==> config.mk <==
export PLATFORM = sky130hd
export DESIGN_NAME = unswap
export DESIGN_NICKNAME = d
export VERILOG_FILES = /design/src/rtl/unswap_pkg.sv /design/src/rtl/unswap_map.sv /design/src/rtl/unswap.sv
export SDC_FILE = /design/constraint.sdc
export NUM_CORES = 1
export LEC_CHECK = 0
export CORE_UTILIZATION = 31
export CTS_BUF_LIST = sky130_fd_sc_hd__clkbuf_16
export CTS_CLUSTER_DIAMETER = 200
export DETAILED_ROUTE_END_ITERATION = 7
export SLEW_MARGIN = 15
export SYNTH_ARGS = -nofsm -noshare
export SYNTH_HDL_FRONTEND = slang
export SYNTH_HIERARCHICAL = 1
export SYNTH_SLANG_ARGS = --single-unit
==> constraint.sdc <==
create_clock -name clk -period 1.42 [get_ports clk]
set_input_delay 0.284 -clock clk [delete_from_list [all_inputs] [get_ports clk]]
set_output_delay 0.284 -clock clk [all_outputs]
set_load 0.02 [all_outputs]
==> src/rtl/unswap_pkg.sv <==
// rtl/unswap_pkg.sv - shared lane geometry, FSM states and inverse-map index helper
package unswap_pkg;

    localparam int LANE_W       = 25;
    localparam int GRID         = 5;
    localparam int CENTER_OFS   = 3;
    localparam int RECENTER_OFS = 2;

    typedef enum logic {
        IDLE = 1'b0,
        BUSY = 1'b1
    } state_t;

    // Destination bit index in the restored slice for source bit p.
    function automatic int inv_dest(input int p);
        int nx;
        int ny;
        int yp;
        int xp;
        nx = p % GRID;
        ny = p / GRID;
        yp = (nx + CENTER_OFS) % GRID;
        xp = (3 * ((ny + CENTER_OFS) % GRID) + yp) % GRID;
        return GRID * ((yp + RECENTER_OFS) % GRID) + ((xp + RECENTER_OFS) % GRID);
    endfunction

endpackage

==> src/rtl/unswap_map.sv <==
// rtl/unswap_map.sv - combinational inverse swap permutation of one 5x5 slice
module unswap_map
    import unswap_pkg::*;
(
    input  logic [LANE_W-1:0] in_slice,
    output logic [LANE_W-1:0] out_slice
);

    for (genvar p = 0; p < LANE_W; p++) begin : g_bit
        localparam int DEST = inv_dest(p);
        assign out_slice[DEST] = in_slice[p];
    end

endmodule

==> src/rtl/unswap.sv <==
// rtl/unswap.sv - framed slice un-swapper with per-frame mode latch and one-deep output register
module unswap
    import unswap_pkg::*;
#(
    parameter int SLICES = 64
) (
    input  logic              clk,
    input  logic              rst_n,
    input  logic              in_valid,
    output logic              in_ready,
    input  logic [LANE_W-1:0] in_slice,
    input  logic              inv_en,
    output logic              out_valid,
    input  logic              out_ready,
    output logic [LANE_W-1:0] out_slice,
    output logic              out_last,
    output logic              frame_done
);

    localparam int               CNT_W    = $clog2(SLICES);
    localparam logic [CNT_W-1:0] LAST_CNT = CNT_W'(SLICES - 1);
    localparam logic [CNT_W-1:0] ONE_CNT  = CNT_W'(1);

    state_t             state;
    logic [CNT_W-1:0]   slice_cnt;
    logic               mode_q;
    logic               accept;
    logic               mode;
    logic               is_last;
    logic [LANE_W-1:0]  mapped;
    logic [LANE_W-1:0]  next_slice;

    unswap_map u_map (
        .in_slice  (in_slice),
        .out_slice (mapped)
    );

    assign in_ready   = !out_valid || out_ready;
    assign accept     = in_valid && in_ready;
    // The first slice of a frame takes its mode straight from inv_en.
    assign mode       = (state == IDLE) ? inv_en : mode_q;
    assign is_last    = (state == BUSY) && (slice_cnt == LAST_CNT);
    assign next_slice = mode ? mapped : in_slice;

    always_ff @(posedge clk) begin
        if (!rst_n) begin
            state      <= IDLE;
            slice_cnt  <= '0;
            mode_q     <= 1'b0;
            out_valid  <= 1'b0;
            out_last   <= 1'b0;
            out_slice  <= '0;
            frame_done <= 1'b0;
        end else begin
            frame_done <= out_valid && out_ready && out_last;
            if (accept) begin
                out_valid <= 1'b1;
                out_slice <= next_slice;
                out_last  <= is_last;
                if (state == IDLE) begin
                    mode_q    <= inv_en;
                    slice_cnt <= ONE_CNT;
                    state     <= BUSY;
                end else if (is_last) begin
                    slice_cnt <= '0;
                    state     <= IDLE;
                end else begin
                    slice_cnt <= slice_cnt + ONE_CNT;
                end
            end else if (out_ready) begin
                out_valid <= 1'b0;
                out_last  <= 1'b0;
            end
        end
    end

endmodule

==> results by group <==
Yosys
  – Post-synth EDFFs: 0
  – Post-Syn Area per Cell: 9.21 sq um
  – Asr flop ratio synth: 0%
  – Synth top cells by count: 36 x dfxtp_1, 32 x a21oi_1, 27 x o21ai_0
  – Yosys top cell by area: dfxtp_1
  – Ys flop type: dfxtp_1
  – Count leader, synth: dfxtp_1
  – Syn nets: 226
  – Cell Area, Synth: approximately 0.0018 sq mm
  – Sequential element share of the synthesized area: 40.1%
  – Area share of the largest cell type after synthesis: 40.1%
  – Post-synthesis cell type count: 31
  – Top cells by area, synth: dfxtp_1 40%, mux2i_1 14%, buf_4 11%
  – Yosys warnings: 6
  – FF+latch count, synth: 36
  – Gate Count Post-Synth: 195

Route
  – Routed WL: 4.07 mm
  – DR pass1 iterations: 4
  – Vias/cell: between 4 and 5
  – Via count: roughly 1500
  – Wire length per cell: 13.0 um
  – Initial detailed-routing violation count: 39
  – Post-route ant nets: 0
  – DRC errors left: 0

Final layout
  – Layout cells sized above 1: 13.8%
  – Area of the multi-input gates: 792 sq um
  – Seq. cell area: between 700 and 800 sq um
  – Fillers: 595
  – Final net count: 270
  – Ant diodes: 0
  – Layout overhead on the synthesized area: 37.9%
  – Fin util: ~45%
  – Fin cells: 312

CTS
  – H-tree level count: 2
  – Clk sinks: 36
  – # hold bufs at CTS: 0
  – CTS tree: done
  – Num CTS Buffers: 5
  – Worst-path clk slew: 50 ps
  – Max Root-Sink Buffers: 2
  – Latest clock arrival within the worst-skew pair: between 200 and 300 ps
  – Post-CTS Setup Bufs: 0
  – CTS root buf: clkbuf_16

STA
  – Clock Skew: about 3.1 ps
  – Fin crit share: a little over nine tenths
  – Setup TNS Final: 0 ps
  – Max Freq: 731 MHz
  – Hold_ws: 505 ps
  – Pins Over Slew Limit: 0
  – Period minus WS final: 1370 ps
  – Setup Viol. Count Final: 0
  – Final Hold Fails: 0
  – RSZ-0062 raised after global routing: yes
  – Max_slew headroom: between 80 and 90%
  – Least-Margin Pin Slew: 252 ps

Worst setup path
  – Cell family with most CP delay: simple AND/OR/NAND/NOR gates
  – Worst EP arrival: 1570 ps
  – Slowest CP cell: dfxtp_2
  – CP Max Fanout: 4
  – Crit path required time: 1620 ps
  – Crit path cell chain: ha_1, and3_1, and4_4, a211o_2, a21oi_1
  – Startpoint types: register
  – Crit path capture type: register
  – Buf/Inv on CP: 0
  – Crit Path Class: register to register
  – Max stage delay on crit path: around 320 ps

Run
  – Max-cap violations: 0

Hold path
  – Min-delay worst type: register to register

Power and ir drop
  – Worst vdd ir: 0.000612 V
  – Tot Pwr: 2.69 mW
  – Power per cell area: 1090 mW/mm^2
  – Leak: 1.12 nW

Die
  – Die width: 78.1 um
  – Starting Density: between 30 and 40%
  – Die area: 0.00610 sq mm
  – Num rows: 27
  – Chip Height: roughly 78 um
  – Core Footprint: 0.00554 sq mm
  – Io pins: 59

Global route
  – Total congestion overflow: 0
  – Largest net degree at the start of global routing: 35
  – Initial antenna violation count: 0
  – All-Layer GR Usage: 14.0%
  – Vias in the first global route: 1423
  – Global-route wire length before repair: 6.76 mm

Placement
  – Buffers on Ports: 58
  – Gpl congestion: 0.766
  – Placed cell count: 304
  – Detail Placement HPWL: 2.96 mm

Status
  – Status: completed
cells in the final DEF, fill, tap and decap left out, types with 2 or more instances in the layout:
| cell | instances |
|---|---|
| inv_1 | 4 |
| dfxtp_1 | 33 |
| mux2i_1 | 25 |
| nand2_1 | 6 |
| nand4b_1 | 2 |
| dfxtp_2 | 2 |
| buf_12 | 4 |
| a21oi_1 | 32 |
| dlygate4sd2_1 | 29 |
| clkdlybuf4s50_1 | 28 |
| and3_1 | 2 |
| buf_4 | 11 |
| nor2_1 | 4 |
| nand3_1 | 6 |
| clkbuf_16 | 5 |
| o21ai_0 | 27 |
repair_timing:
action,4_1_cts,5_1_grt
pin swaps,0,1
endpoints found under the hold margin,0,0
endpoints found under the setup margin,32,4
resized for setup,33,3
per-stage QoR:
stage | worst slack (ps) | cell area [sq um]
6_report | 51.1 | 2480
5_1_grt | -28.4 | 2480
4_1_cts | 34.8 | 2470
3_5_place_dp | -402 | 2370
3_3_place_gp | -380 | 2370
2_1_floorplan | 0.147 | 1800
sequential cells by signal, indices dropped and copies added (netlist names):
name / count
frame_done: 1
out_valid: 1
mode_q: 1
state: 1
out_last: 1
out_slice: 25
slice_cnt: 6
path summary, 6_finish.rpt:
kind / slack, ps / start / cells past startpoint / end
min: 510 / out_last / 1 / frame_done
max reg2reg: 50 / slice_cnt[0] / 5 / slice_cnt[0]
max: 50 / slice_cnt[0] / 5 / slice_cnt[0]
min reg2reg: 510 / out_last / 1 / frame_done
cells by family after synthesis:
group / Yosys count / synth area share [%]
AOI/OAI and AO/OA: 63 / 18.2
DFF: 36 / 40.1
and+or+nand+nor: 28 / 8.99
muxes: 27 / 15.8
buffers and inverters: 40 / 16.2
adders and majority gates: 1 / 0.697
report_power, final:
group          internal [mW]  switching (mW)  leakage [nW]  total (mW)
clock network          0.631           0.390        0.0738        1.02
registers               1.08          0.0345         0.298        1.12
logic                  0.276           0.278         0.751       0.554
metal layers:
metal  wire length (um)  GRT usage, %
met1               1890          17.2
met2               1900          23.2
met3                236          4.19
met4                 42          5.00
met5                  0             0
worst register-to-register path, delay by kind of cell (launching register included):
kind	cells	cell delay, ps
DFF	1	320
adders and majority gates	1	200
AOI/OAI and AO/OA	2	380
and+or+nand+nor	2	400
final cells by class:
| type | count | area share [%] |
|---|---|---|
| inverters | 3 | 0.455 |
| clock inverters | 3 | 0.455 |
| repair buffers | 74 | 29.1 |
| multi-input cells | 119 | 32.0 |
| clock buffers | 5 | 5.05 |
| flip-flops and latches | 36 | 29.4 |
| well taps | 72 | 3.64 |
(Power assumes the default switching activity.)
